===== src/rtl/flex_counter_ud.sv =====
// Up/down counter with start/rollover bounds, parallel load, wrap or saturate, terminal pulse; FLEX_CNT_WRAP_CNT_EN adds wrap_count.
// Latency: one cycle; every output is registered.
// Backpressure: none; count_enable is a per-cycle strobe and the counter never stalls its driver.
module flex_counter_ud #(
    parameter int NUM_CNT_BITS  = 4,
    parameter int NUM_WRAP_BITS = 8
) (
    input  logic                     clk,
    input  logic                     rst,
    input  logic                     clear,
    input  logic                     count_enable,
    input  logic                     up_down,
    input  logic                     sat_mode,
    input  logic                     load,
    input  logic [NUM_CNT_BITS-1:0]  load_val,
    input  logic [NUM_CNT_BITS-1:0]  start_val,
    input  logic [NUM_CNT_BITS-1:0]  rollover_val,
    output logic [NUM_CNT_BITS-1:0]  count_out,
    output logic                     rollover_flag,
    output logic                     terminal_pulse
`ifdef FLEX_CNT_WRAP_CNT_EN
    ,
    output logic [NUM_WRAP_BITS-1:0] wrap_count
`endif
);

    if (NUM_CNT_BITS < 1 || NUM_WRAP_BITS < 1) begin : g_bad_width
        $error("flex_counter_ud: counter widths must be at least 1");
    end

    logic [NUM_CNT_BITS-1:0] next_count;
    logic [NUM_CNT_BITS-1:0] term_val;
    logic [NUM_CNT_BITS-1:0] wrap_tgt;
    logic                    term_hit;
    logic                    pulse_next;
    logic                    flag_next;
    logic                    wrap_evt;

    // The terminal value depends on direction: top bound going up, bottom bound going down.
    assign term_val = up_down ? rollover_val : start_val;
    assign wrap_tgt = up_down ? start_val    : rollover_val;
    assign term_hit = (count_out == term_val);

    always_comb begin
        next_count = count_out;
        pulse_next = 1'b0;
        wrap_evt   = 1'b0;
        if (clear) begin
            next_count = start_val;
        end else if (load) begin
            next_count = load_val;
        end else if (count_enable) begin
            if (term_hit) begin
                pulse_next = 1'b1;
                wrap_evt   = ~sat_mode;
                next_count = sat_mode ? count_out : wrap_tgt;
            end else if (up_down) begin
                next_count = count_out + 1'b1;
            end else begin
                next_count = count_out - 1'b1;
            end
        end
        flag_next = (next_count == term_val) && !clear;
    end

    always_ff @(posedge clk or posedge rst) begin
        if (rst) begin
            count_out      <= '0;
            rollover_flag  <= 1'b0;
            terminal_pulse <= 1'b0;
        end else begin
            count_out      <= next_count;
            rollover_flag  <= flag_next;
            terminal_pulse <= pulse_next;
        end
    end

`ifdef FLEX_CNT_WRAP_CNT_EN
    // Only wrap-mode terminal events count; load leaves the tally alone.
    always_ff @(posedge clk or posedge rst) begin
        if (rst) begin
            wrap_count <= '0;
        end else if (clear) begin
            wrap_count <= '0;
        end else if (wrap_evt) begin
            wrap_count <= wrap_count + 1'b1;
        end
    end
`else
    logic unused_wrap_evt;
    assign unused_wrap_evt = wrap_evt;
`endif

endmodule

===== config.mk =====
export PLATFORM = sky130hd
export DESIGN_NAME = flex_counter_ud
export DESIGN_NICKNAME = d
export VERILOG_FILES = /design/src/rtl/flex_counter_ud.sv
export SDC_FILE = /design/constraint.sdc
export NUM_CORES = 1
export LEC_CHECK = 0
export CAP_MARGIN = 20
export CORE_MARGIN = 2
export CORE_UTILIZATION = 48
export DETAILED_ROUTE_END_ITERATION = 7
export MAX_ROUTING_LAYER = met4
export PLACE_DENSITY = 0.84
export SLEW_MARGIN = 30
export SYNTH_ARGS = -nofsm -noshare
export SYNTH_HDL_FRONTEND = slang
export SYNTH_SLANG_ARGS = --single-unit

===== constraint.sdc =====
create_clock -name clk -period 3.5 [get_ports clk]
set_input_delay 1.05 -clock clk [delete_from_list [all_inputs] [get_ports clk]]
set_output_delay 1.05 -clock clk [all_outputs]
set_load 0.05 [all_outputs]

After elaboration in Yosys (flattened, before gate mapping) --
Cells that the tools add are included.
Word-level totals: register bits after elaboration 6, bits in latches 0, RAM bits 0, bits in read-only memories 0, input bits 19, logic and storage cells 21, memories kept 0
Cells by class: add/sub/neg operators 2, $mul 0, divide/modulo/power cells 0, order comparisons 0, equality and inequality tests 2, shifts and indexed selects 0, mux-type cells 12, bitwise logic cells 0, reductions and logical operators 2
Operators by type and width (number):
- two-way mux 4 bit | 8
- equality test 4 bit | 2
- adder 4 x 1 -> 4 bit, second input constant | 1
- two-way mux 1 bit | 4
- subtractor 4 x 1 -> 4 bit, second input constant | 1
- logical AND 1 bit | 1
- logical NOT 1 bit | 1

Logic depth before layout (Yosys ltp) --
Gate-level depths: netlist of run 1.
depth in word-level cells 8, depth in mapped cells 11, mapped depth without buffers 10

Worst setup path before layout of run 1 --
No wires, ideal clock.
kind input port to flip-flop, start point input up_down, end point register rollover_flag, setup time 96 ps, arrival time 3193 ps, required time 3404 ps, setup slack 211 ps, stages on the path 10, cell sequence buf_6 -> mux2i_2 -> xnor2_1 -> or4_1 -> buf_2 -> o32a_1 -> a31o_1 -> a22oi_1 -> o221ai_1 -> nor4_2
On the way: word-level cells in the longest chain between the ends 8
RTL lines:
- from (decl) | line 12 | input logic up_down,
- two-way mux 4 bit, on equally long branches | line 40, 41
- equality test 4 bit or two-way mux 4 bit (tied branches) | line 42, 56
- two-way mux 4 bit | line 53 | if (term_hit) begin
- two-way mux 4 bit | line 52 | end else if (count_enable) begin
- two-way mux 4 bit | line 50 | end else if (load) begin
- two-way mux 4 bit | line 48 | if (clear) begin
- equality test 4 bit (*) | line 63 | flag_next = (next_count == term_val) && !clear;
- logical AND 1 bit (*) | line 63
- via flag_next | line 36 | logic flag_next;
- to (signal assigned) | line 73 | rollover_flag <= flag_next;
- to (decl) | line 19 | output logic rollover_flag,
The timed path passes the listed nets; every way through them passes the cells marked *.

Worst setup path in the final report of run 1 --
start point input rollover_val[0], end point register count_out[3]
On the way: word-level cells in the longest chain between the ends 6
RTL lines:
- from (decl) | line 17 | input logic [NUM_CNT_BITS-1:0] rollover_val,
- two-way mux 4 bit | line 40 | assign term_val = up_down ? rollover_val : start_val;
- equality test 4 bit | line 42 | assign term_hit = (count_out == term_val);
- two-way mux 4 bit | line 53
- two-way mux 4 bit | line 52
- two-way mux 4 bit | line 50
- two-way mux 4 bit | line 48
- via next_count[3] | line 31 | logic [NUM_CNT_BITS-1:0] next_count;
- to (signal assigned) | line 72 | count_out <= next_count;
- to (decl) | line 18 | output logic [NUM_CNT_BITS-1:0] count_out,
The timed path passes the listed nets, and every way through them passes these cells.

==> impl_results.md, run 1 <==
* DRT antenna net count at 0
* Vias in the first global route at 907
* Final total power at ~0.37 mW
* Synth Net Count at 110
* DR vias at about 880
* Total track usage at 30.5%
* Hold Vio Cnt, Final at 0
* Filler cell count at a little under 100
* TritonCTS Buffers at 3
* Outcome: finished clean
* Die height at 43.1 um
* Setup CP Type: in -> reg
* Synthesis Warnings at 0
* Top cell type's share of synthesized area at 20.5%
* TritonRoute pass-1 iters at 4
* Core Util, Final at 83.5%
* I/O pin cnt at 25
* Die area at 1850 um2
* Mux share of post-synthesis cell area at 16.6%
* Clk slew on worst S/H paths at 0.04 ns
* Clock Sinks at 6
* Slew headroom at about 67%
* Simple-gate share of the synthesized area at roughly 18%
* Antenna violations before repair at 0
* Worst Hold Class: reg -> reg
* Gpl congestion at about 0.83
* Critical path data arrival time at 3.58 ns
* Leakage power at 0.536 nW
* Slew @ Worst Pin at 0.499 ns
* Vias per inst at 5.81
* Max Clk Rate at approximately 290 MHz
* DP Area at 1120 um2
* Largest family of logic cells by synthesized area: compound AO/OA/AOI/OAI gates
* Setup TNS Final at 0 ns
* Sequential share of the synthesized area at approximately 21%
* Crit path max fanout at 4
* H-tree Lvls at 1
* Grt ovf at 0
* Area delta synth->final at 67.9%
* ANT cells at 0
* Most common flop cell mapped by yosys: dfrtp_1
* Post-synthesis cell count at a little under 90
* Post-Synth Adder-Cell Area at 6.15%
* Pre-CTS setup slack at -0.380 ns
* Fin worst setup slack at 0.0896 ns
* Post-Synth XOR/XNOR Area at 9.57%
* Final #Nets at between 150 and 200
* Cell Area, Synth at 732 um2
* Fin crit period at 3.41 ns
* Design Area, Final at 1230 um2
* Crit. End Element: flop
* Final setup vio count at 0
* First-pass GRT wire length at 4030 um
* Register bit total from synthesis at 6
* Final wirelength at between 2000 and 3000 um
* Cell row count at 14
* FFs w/ async S/R, synth at 100%
* Skew final at 0.00501 ns
* Port bufs at 24
* Max-cap viol count at 0
* Synth unique cells at 36
* Initial Util at 49.7%
* Iter 0 DRT Violations at 41
* Dpl hpwl at roughly 1800 um
* DRC at 0
* Max-slew violation count at 0
* Largest area contributor in the netlist: dfrtp_1
* Share of cells above drive strength 1 at 28.7%
* Clock Tree Buf Depth at 2
* Power Density at 300 nW/um2
* Final Cycle Share at 97.4%
* Post-synth EDFFs at 0
* Req. time, crit path at about 3.7 ns
* Die X at 43.1 um
* Compound-Gate Fraction of Synth Area at 22.2%
* Drt wl/cell at 16.7 um
* Syn_area_per_cell at approximately 8.3 um2
* CP Launch Type: input pin
* Largest net degree at the start of global routing at 11
* TritonCTS clock tree: yes
* Total core area at 1470 um2
* Worst vdd ir at 0.235 mV
* Top post-synthesis cells by area: dfrtp_1, xnor2_1, mux2i_1
* Clk root buf: clkbuf_4
* Clk Latency, worst-skew pair at 0.25 ns
==> layer usage <==
layer | GRT usage [%] | vias up | routed length (um) | part of all wire (%)
li1 | - | 419 | - | -
met1 | 33.8 | 415 | 1010 | 40
met2 | 53.0 | 36 | 1340 | 53
met3 | 2.55 | 13 | 90 | 3.5
met4 | 17.6 | 0 | 96 | 3.8
met5 | - | - | 0 | 0
==> path summary, 6_finish.rpt <==
path                                             start                      end  slack, ns  cells after the start
min in group asynchronous                          rst   count_out[3]$_DFF_PP0_       1.02                      2
worst min-delay path            count_out[3]$_DFF_PP0_  rollover_flag$_DFF_PP0_       0.96                      5
worst max-delay path                   rollover_val[0]   count_out[3]$_DFF_PP0_       0.09                     11
worst max register to register  count_out[0]$_DFF_PP0_   count_out[3]$_DFF_PP0_       1.06                      9
max in group asynchronous                          rst   count_out[1]$_DFF_PP0_       2.28                      2
worst min register to register  count_out[3]$_DFF_PP0_  rollover_flag$_DFF_PP0_       0.96                      5
==> final cells by class <==
class                   count  area [um2]  area share (%)
clock buffers               3        22.5            1.83
inverters                   8        30.0            2.44
multi-input cells          70         572            46.5
flip-flops and latches      6         150            12.2
well taps                  16        20.0            1.63
repair buffers             49         434            35.3
==> kinds of logic (layout without fill, tap and decap cells) <==
kind of cell / Yosys count / count (layout)
simple gates: 23 / 23
mux: 10 / 10
buf+inv: 12 / 60
flops: 6 / 6
fa+ha+maj: 3 / 3
xor+xnor: 8 / 8
compound gates: 26 / 26
==> synthesized netlist by cell type (2+ instances only) <==
cell      instances
inv_1             8
a21oi_1           7
xnor2_1           7
dfrtp_1           6
mux2i_1           6
nand2_1           5
o21ai_0           5
nand3_1           4
o21ai_1           4
nor2b_1           3
a211oi_1          2
ha_1              2
mux2i_2           2
nor2_1            2
nor4_1            2
o22ai_1           2
or3_1             2
==> critical path, stage by stage <==
cell and delay [ns]:
clkdlybuf4s50_1 0.54, mux2i_4 0.11, xnor2_2 0.16, or4_4 0.58, buf_4 0.17, or3_4 0.38, o211ai_2 0.10, mux2i_1 0.12
buf_4 0.14, buf_4 0.12, o21ai_1 0.11
==> stage by stage <==
stage,instances,hold WS [ns]
after floorplan,88,0.841
after CTS,152,0.905
after global routing,152,1.03
after detailed placement,144,0.875
after global placement,144,0.850
final,152,0.956
==> where the power goes <==
part	switching, mW	internal, mW
Combinational	0.109	0.112
Clock	0.0251	0.0388
Sequential	0.00880	0.0755
Total	0.143	0.226
==> sequential cells by signal (all words and copies together), names as in the netlist <==
register and flops:
terminal_pulse 1, rollover_flag 1, count_out 4
==> placed cells by master, fill, tap and decap left out, types with 3 or more instances in the layout <==
cell / instances
clkdlybuf4s50_1: 23
buf_4: 23
inv_1: 8
a21oi_1: 7
xnor2_1: 6
dfrtp_1: 6
mux2i_1: 5
nand2_1: 5
o21ai_0: 5
nand3_1: 4
o21ai_1: 4
nor2b_1: 3
mux2i_4: 3
clkbuf_4: 3
==> what timing repair did <==
item,CTS,global route
setup buffers,5,0
hold buffers,0,0
cloned,0,0
resized for setup,9,1
pin swaps,9,0
setup endpoints to repair,1,1
Power figures use the tool's default switching activity.
==> run 2: changes to the inputs <==
- CORE_MARGIN: 2 -> 5
==> run 2 against run 1 <==
Net effect:
- combinational power is 2% lower
- worst hold slack worse by 0.11 ns
- critical path depth stayed put
- design area is 1.7% lower
- largest cell class unchanged
==> impl_results.md, run 2 (synthesis results as in run 1) <==
* Die area at 2410 um2
* Critical path's slowest cell: clkdlybuf4s50_1
* Die height at 49.1 um
* First-pass GRT wire length at about 3700 um
* Die X at 49.1 um
* Port bufs at 24
* Dpl hpwl at 1850 um
* Hold Vio Cnt, Final at 0
* Most frequent cells in the layout: clkdlybuf4s50_1, buf_4, inv_1
* Total core area at between 1000 and 1500 um2
* Pint at around 0.22 mW
* Worst Hold Class: reg -> reg
* Crit. End Element: flop
* CP Launch Type: input pin
* Sw frac at a little under 40%
* Most flops, register: count_out
* Worst path bufs/invs at 3
* Final setup vio count at 0
* Clock network power share at roughly 18%
* Total track usage at 20.3%
* Gpl congestion at between 0.8 and 0.9
* Clock Tree Buf Depth at 2
* Sequential share of power at 23.0%
* TritonCTS Buffers at 3
* Critical R2R Launch: count_out[0]$_DFF_PP0_
* CP max stage delay at 0.48 ns
* Pre-CTS setup slack at -0.378 ns
* Comb power frac at 59.0%
* Iter 0 DRT Violations at 20
* TritonCTS clock tree: yes
* Commonest non-fill, non-tap cell in the layout: clkdlybuf4s50_1
* Cell row count at 14
* Initial Util at 49.7%
* I/O pin cnt at 25
* Slew @ Worst Pin at 0.519 ns
* Worst Hold Launch: count_out[3]$_DFF_PP0_
* Leakage power at about 0.53 nW
* Clock Sinks at 6
* Slew headroom at around 65%
* DR vias at 852
* Design Area, Final at ~1200 um2
* Top Registers: count_out x4, rollover_flag x1, terminal_pulse x1
* Max-cap viol count at 0
* Filler cell count at 87
* Fin worst setup slack at about 0.072 ns
* Outcome: finished clean
* DRT antenna net count at 0
* Hold WS at about 0.84 ns
* Vias per inst at 5.72
* TritonRoute pass-1 iters at 4
* DRC at 0
* Skew final at 0.000207 ns
* Final Cycle Share at 97.9%
* H-tree Lvls at 1
* Req. time, crit path at 3.66 ns
* Area delta synth->final at 65.0%
* Worst-path cell chain: clkdlybuf4s50_1 > mux2i_4 > xnor2_2 > buf_4 > nor4_2 > buf_4 > mux2i_1 > o22ai_1 > a22oi_1 > o221ai_1 > nor4_2
* Share of cells above drive strength 1 at 28.6%
* Grt ovf at 0
* Clk slew on worst S/H paths at 0.04 ns
* Crit path max fanout at 3
* Clk Latency, worst-skew pair at around 0.25 ns
* Final wirelength at roughly 2500 um
* Max-slew violation count at 0
* ANT cells at 0
* DP Area at 1120 um2
* Clk root buf: clkbuf_4
* Critical path data arrival time at 3.59 ns
* Largest net degree at the start of global routing at 11
* Cell family with most CP delay: buffers and inverters
* Power Density at 304 nW/um2
* Crit path launch: start_val[3]
* Setup CP Type: in -> reg
* Fin crit period at ~3.4 ns
* Drt wl/cell at 16.8 um
* Final #Nets at 157
* Sw Pwr at between 0.1 and 0.15 mW
* Worst vdd ir at 0.242 mV
* Max reg flops at 4
* Core Util, Final at about 82%
* Antenna violations before repair at 0
* Vias in the first global route at roughly 830
* Max Clk Rate at a little under 300 MHz
==> run 2: metrics by stage <==
stage,instances,setup TNS (ns),power [mW]
finish,149,0,0.367
global route,149,-0.0704,0.387
CTS,148,0,0.353
detailed placement,144,-1.11,0.278
global placement,144,-0.543,0.270
floorplan,88,0,0.191
==> run 2: layout make-up <==
class | count | area [um2] | share of cell area (%)
multi-input cells | 70 | 573 | 47.5
repair buffers | 46 | 412 | 34.1
flip-flops and latches | 6 | 150 | 12.4
inverters | 8 | 30.0 | 2.49
clock buffers | 3 | 22.5 | 1.87
well taps | 16 | 20.0 | 1.66
==> run 2: path summary, 6_finish.rpt <==
kind                                            end  slack [ns]  cells past startpoint
setup / recovery            rollover_flag$_DFF_PP0_        0.07                     11
hold / removal             terminal_pulse$_DFF_PP0_        0.84                      3
setup reg to reg            rollover_flag$_DFF_PP0_        1.10                      9
hold reg to reg            terminal_pulse$_DFF_PP0_        0.84                      3
max in group asynchronous    count_out[1]$_DFF_PP0_        2.29                      2
min in group asynchronous  terminal_pulse$_DFF_PP0_        1.01                      2
==> run 2: per-layer routing <==
layer | up-vias | wire, um | share of wire, % | global-route usage (%)
met3 | 3 | 87 | 3.5 | 3.36
met2 | 26 | 1310 | 52 | 36.1
met1 | 409 | 1070 | 43 | 22.8
met4 | 0 | 29 | 1.2 | 6.73
met5 | - | 0 | 0 | -
li1 | 414 | - | - | -
==> run 2: tightest hold or removal path: stages, from the launching register on <==
cell,delay [ns]
dfrtp_1,0.42
xnor2_2,0.16
or4_4,0.17
nor4_1,0.06
==> run 2: power by group through the flow <==
stage	Sequential, mW	Clock [mW]	Combinational (mW)
after floorplan	0.104	0	0.0875
after global placement	0.0846	0	0.186
after detailed placement	0.0850	0	0.193
after CTS	0.0843	0.0663	0.202
after global routing	0.0854	0.0713	0.230
final	0.0845	0.0659	0.217
==> run 2: timing repair <==
item,CTS,global route
hold buffers,0,0
setup endpoints to repair,2,3
setup buffers,1,1
gates resized for setup,4,6
pin swaps,0,7
==> RTL edit 1 (config.mk and constraints of run 2) <==
Build with the macro `FLEX_CNT_WRAP_CNT_EN` defined.
--- a/src/rtl/flex_counter_ud.sv
+++ b/src/rtl/flex_counter_ud.sv
@@ -3,2 +3,4 @@
 // Backpressure: none; count_enable is a per-cycle strobe and the counter never stalls its driver.
+`define FLEX_CNT_WRAP_CNT_EN
+
 module flex_counter_ud #(
Function (old outputs only; new: wrap_count): kept (Yosys induction, for registers that start in step).
==> RTL edit 1 against run 2 <==
Routed wire length rose by 33%; clock power rose by 76%; non-clock buffer count did not move; area after synthesis rose by 73%; design area rose by 43%; sequential cell count rose by 8; total power rose by 44%; setup slack improved by 370 ps; critical path type unchanged; critical endpoint unchanged.
==> RTL edit 1: results (changes against run 2) <==
slew_viol_final: 0  # unchanged
max-vdd-ir-drop_v: 0.0002542  # +5.0%
layout-drive-gt1-share_pct: 15.30  # -13 points
buffer_ports.inserted: 32  # +33%
routedLengthMet1_mm: 1.373  # +28%
seq_area_frac_synth_pct: 27.70  # +7.2 points
maxUsedRoutingLayer: "met4"
detail_route.first_pass.iterations: 4  # unchanged
drt_iter0_drc: 47  # +140%
slew_headroom_pct: 62.73  # -2.5 points
path_max_fanout: 11  # +8
status: "finished clean"
start_util_pct: 50.60  # +0.86 points
gpl.final_weighted_congestion: 0.9548  # +17%
overall_routing_resource_usage_pct: 20.20  # -0.11 points
power.leakage_nw: 0.7393  # +39%
synth_top_cell_area_share_pct: 27.70  # +7.2 points
number_of_global_route_vias_before_repair: 1254  # +51%
nFillCells: 201  # +130%
via_count: 1223  # +44%
reg.largest.list: "wrap_count: 8 flops, count_out: 4 flops"
synth_top_cells_by_count: "17 x sky130_fd_sc_hd__nand2_1, 14 x sky130_fd_sc_hd__dfrtp_1, 8 x sky130_fd_sc_hd__mux2i_1"
critical_path_arrival_ps: 3250  # -340 ps
synthFlopType: "sky130_fd_sc_hd__dfrtp_1"
finalWirelength_mm: 3.333  # +33%
synth_cell_type_count: 41  # +14%
post-dp-hpwl_mm: 2.640  # +43%
clk_latency_ps: 280  # +30 ps
grt_pass1_wl_mm: 5.547  # +48%
detailroute.wirelength.met3_um: 179  # +110%
antennaDiodeCount: 0  # unchanged
yosys-mux-area-fraction_pct: 13.25  # -3.3 points
finalNetCount: 207  # +32%
synthAdderAreaFrac_pct: 4.550  # -1.6 points
async_flop_share_pct: 100.0  # unchanged
post_synth_xor_area_fraction_pct: 9.001  # -0.57 points
min-delay-path-class: "flip-flop to flip-flop"
clk_pin_slew_ps: 90  # +50 ps
crit_path_max_incr_delay_ps: 490
placed_area_um2: 1690  # +51%
cp_top_family: "buffers and inverters"
synth-compound-area-share_pct: 13.06  # -9.2 points
met2RoutedLength_mm: 1.755  # +34%
syn-num-nets: 162  # +47%
yosys-top-cells-area: "sky130_fd_sc_hd__dfrtp_1 28%, sky130_fd_sc_hd__mux2i_1 6.3%, sky130_fd_sc_hd__nand2_1 5.0%"
finalClockSkew_ps: 4.360  # +4.153 ps
grt_max_degree: 15  # +4
-- RTL edit 1: cell count changes after synthesis, sizes merged, moves of 4 or more --
cell,before,now
dfrtp,6,14
mux2,1,5
nand2,5,17
nor2,2,7
nor3,0,4
o21ai,9,5
xor2,1,7
-- RTL edit 1: final cells by class --
class / instances / area (µm²) / share of cell area [%]
inverter: 5 / 18.77 / 1.085
timing repair buffer: 46 / 427.9 / 24.75
clock buffer: 4 / 36.28 / 2.098
tap: 30 / 37.54 / 2.171
multi-input combinational: 114 / 858.3 / 49.64
sequential: 14 / 350.3 / 20.26
-- RTL edit 1: cell families (layout without fill, tap and decap cells) --
kind of cell	Yosys count	after routing
simple gates	58	58
compound gates	24	24
mux	15	15
flops	14	14
xor+xnor	13	13
buf+inv	11	55
fa+ha+maj	4	4
-- RTL edit 1: metrics by stage --
stage / hold slack (ps) / setup slack (ps) / cells
final: 561.6 / 443.9 / 213
after floorplan: 775.4 / 525.6 / 139
after CTS: 570.2 / 138.0 / 213
after detailed placement: 558.4 / -162.6 / 209
after global routing: 606.8 / 302.0 / 213
after global placement: 541.0 / -76.66 / 209
-- RTL edit 1: repair_timing --
item                       4_1_cts  5_1_grt
gates resized for setup          0        1
setup endpoints to repair        0        1
setup buffers                    0        0
hold buffers                     0        0
-- RTL edit 1: power breakdown --
part | internal [W] | switching (W)
registers | 0.000169 | 0.0000124
clock network | 0.0000634 | 0.0000531
logic | 0.000109 | 0.000123
total | 0.000341 | 0.000188
-- RTL edit 1: per-layer routing --
layer | global-route usage, % | up-vias
met5 | - | -
met4 | 5.758 | 0
met3 | 4.822 | 2
met2 | 34.89 | 42
met1 | 23.26 | 592
li1 | - | 587
-- RTL edit 1: worst paths after layout --
kind                                        to  slack (ps)  cells after the start             from
worst max register to register   rollover_flag        1360                      6     count_out[0]
min in group asynchronous       terminal_pulse        1100                      2              rst
max in group asynchronous         count_out[2]        2050                      2              rst
worst min-delay path             wrap_count[7]         560                      2    wrap_count[7]
worst max-delay path             rollover_flag         440                      8  rollover_val[0]
worst min register to register   wrap_count[7]         560                      2    wrap_count[7]
-- RTL edit 1: worst register-to-register path: stages, from the launching register on --
cell                       delay, ps
sky130_fd_sc_hd__dfrtp_1         500
sky130_fd_sc_hd__xnor2_1         210
sky130_fd_sc_hd__nor4_4          360
sky130_fd_sc_hd__buf_4           270
sky130_fd_sc_hd__mux2i_1         120
sky130_fd_sc_hd__a222oi_1        340
sky130_fd_sc_hd__nor4b_2         250
==> RTL edit 2 (config.mk and constraints of run 2) <==
Without the edit above. Register the output `count_out` once more; this adds one clock of latency there. The other outputs are not delayed to match.
--- a/src/rtl/flex_counter_ud.sv
+++ b/src/rtl/flex_counter_ud.sv
@@ -26,2 +26,4 @@
 
+    logic [NUM_CNT_BITS-1:0] count_s0;
+
     if (NUM_CNT_BITS < 1 || NUM_WRAP_BITS < 1) begin : g_bad_width
@@ -41,6 +43,6 @@
     assign wrap_tgt = up_down ? start_val    : rollover_val;
-    assign term_hit = (count_out == term_val);
+    assign term_hit = (count_s0 == term_val);
 
     always_comb begin
-        next_count = count_out;
+        next_count = count_s0;
         pulse_next = 1'b0;
@@ -55,7 +57,7 @@
                 wrap_evt   = ~sat_mode;
-                next_count = sat_mode ? count_out : wrap_tgt;
+                next_count = sat_mode ? count_s0 : wrap_tgt;
             end else if (up_down) begin
-                next_count = count_out + 1'b1;
+                next_count = count_s0 + 1'b1;
             end else begin
-                next_count = count_out - 1'b1;
+                next_count = count_s0 - 1'b1;
             end
@@ -67,3 +69,3 @@
         if (rst) begin
-            count_out      <= '0;
+            count_s0       <= '0;
             rollover_flag  <= 1'b0;
@@ -71,3 +73,3 @@
         end else begin
-            count_out      <= next_count;
+            count_s0       <= next_count;
             rollover_flag  <= flag_next;
@@ -93,2 +95,6 @@
 
+    always_ff @(posedge clk) begin
+        count_out <= count_s0;
+    end
+
 endmodule
Function: changed (a bounded check fails within 4 cycles, from zero or initial values and one cycle with rst high).
==> RTL edit 2 against run 2 <==
Clock power up 70%; sequential cell count up 4; setup slack better by 93 ps; area after synthesis up 11%; critical path depth down 1; total power up 30%; die area up 8.7%; cell count up 4.0%; synthesized cell count up 4.5%; non-clock buffer count up 1; design area up 11%; routed wire length up 19%; sequential share of layout area up 4.7 points.
==> RTL edit 2: results (changes against run 2) <==
status: "finished clean"
grt_max_degree: 11  # unchanged
max-vdd-ir-drop_v: 0.0002972  # +23%
drt_iter0_drc: 64  # +220%
buffer_ports.inserted: 24  # unchanged
reg.largest.list: "count_out: 4 flops, count_s0: 4 flops"
number_of_global_route_vias_before_repair: 921  # +11%
grt_pass1_wl_mm: 4.022  # +7.4%
met2RoutedLength_mm: 1.536  # +18%
grt.met1_usage_pct: 21.75  # -1.0 points
critical_path_arrival_ps: 3520  # -70 ps
grt_util_met3_pct: 5.233  # +1.9 points
power.leakage_nw: 0.5829  # +9.8%
clk_pin_slew_ps: 90  # +50 ps
routed_wire_length_per_instance_um: 19.12  # +14%
routedLengthMet1_mm: 1.030  # -4.0%
synth_top_cells_by_count: "8 x sky130_fd_sc_hd__inv_1, 7 x sky130_fd_sc_hd__a21oi_1, 7 x sky130_fd_sc_hd__xnor2_1"
post-cts-setup-buffer-count: 1  # unchanged
pwr_density_cell_nw_per_um2: 355.2  # +17%
yosys-top-cells-area: "sky130_fd_sc_hd__dfrtp_1 18%, sky130_fd_sc_hd__dfxtp_1 9.9%, sky130_fd_sc_hd__xnor2_1 7.6%"
syn-num-nets: 114  # +3.6%
critical-path-slowest-cell: "sky130_fd_sc_hd__or4_4"
min-delay-path-class: "flip-flop to flip-flop"
overall_routing_resource_usage_pct: 20.95  # +0.64 points
synth_cell_type_count: 37  # +2.8%
antenna_found_initial: 0  # unchanged
synthFlopType: "sky130_fd_sc_hd__dfrtp_1"
switching_share_pct: 36.79  # -2.4 points
detailroute.wirelength.met3_um: 323  # +270%
gpl.final_weighted_congestion: 0.8582  # +5.5%
crit_path_max_incr_delay_ps: 560  # +80 ps
preCtsSetupSlack_ps: -259.7  # +118.7 ps
seq_area_frac_synth_pct: 28.35  # +7.8 points
ys.warnings.count: 0  # unchanged
average_footprint_of_a_synthesized_cell_um2: 8.826  # +6.1%
cts.htree.levels: 1  # unchanged
drt-vias-per-instance: 6.123  # +7.1%
clk_latency_ps: 280  # +30 ps
via_count: 949  # +11%
worst_pin_slew_ps: 506.0  # -13.23 ps
pwr-share-comb_pct: 47.4  # -12 points
async_flop_share_pct: 60.00  # -40 points
finalClockSkew_ps: 12.66  # +12.45 ps
met2_usage_pct: 40.34  # +4.3 points
finalNetCount: 162  # +3.2%
path_max_fanout: 4  # +1
post-dp-hpwl_mm: 1.924  # +4.2%
layout-drive-gt1-share_pct: 29.50  # +0.92 points
placed_cells_incl_taps: 145  # +0.69%
cp_top_family: "simple AND/OR/NAND/NOR gates"
placed_area_um2: 1176  # +5.1%
cts-resized-gates: 1  # -3
pg_clk_w: 0.000112  # +70%
RTL edit 2: final timing paths:
| kind | startpoint | end | slack [ps] | depth (start not counted) |
|---|---|---|---|---|
| max | start_val[1] | rollover_flag | 170 | 10 |
| min | count_s0[3] | count_out[3] | 490 | 0 |
| max reg2reg | count_s0[1] | rollover_flag | 1080 | 8 |
| min reg2reg | count_s0[3] | count_out[3] | 490 | 0 |
| max in group asynchronous | rst | count_s0[0] | 2260 | 2 |
| min in group asynchronous | rst | terminal_pulse | 1000 | 2 |
RTL edit 2: kinds of logic after synthesis:
family | share of synthesized area, %
muxes | 14.95
xor gates and xnor gates | 8.629
adders and majority gates | 5.547
buffers and inverters | 6.624
DFF | 28.35
AOI/OAI and AO/OA | 20.03
and+or+nand+nor | 15.87
RTL edit 2: area by class of cell:
class,instances,area (µm²)
repair buffers,47,419.2
fillers,84,217.7
inverters,8,30.03
clock buffers,4,36.28
flip-flops and latches,10,230.2
well taps,16,20.02
multi-input cells,70,605.6
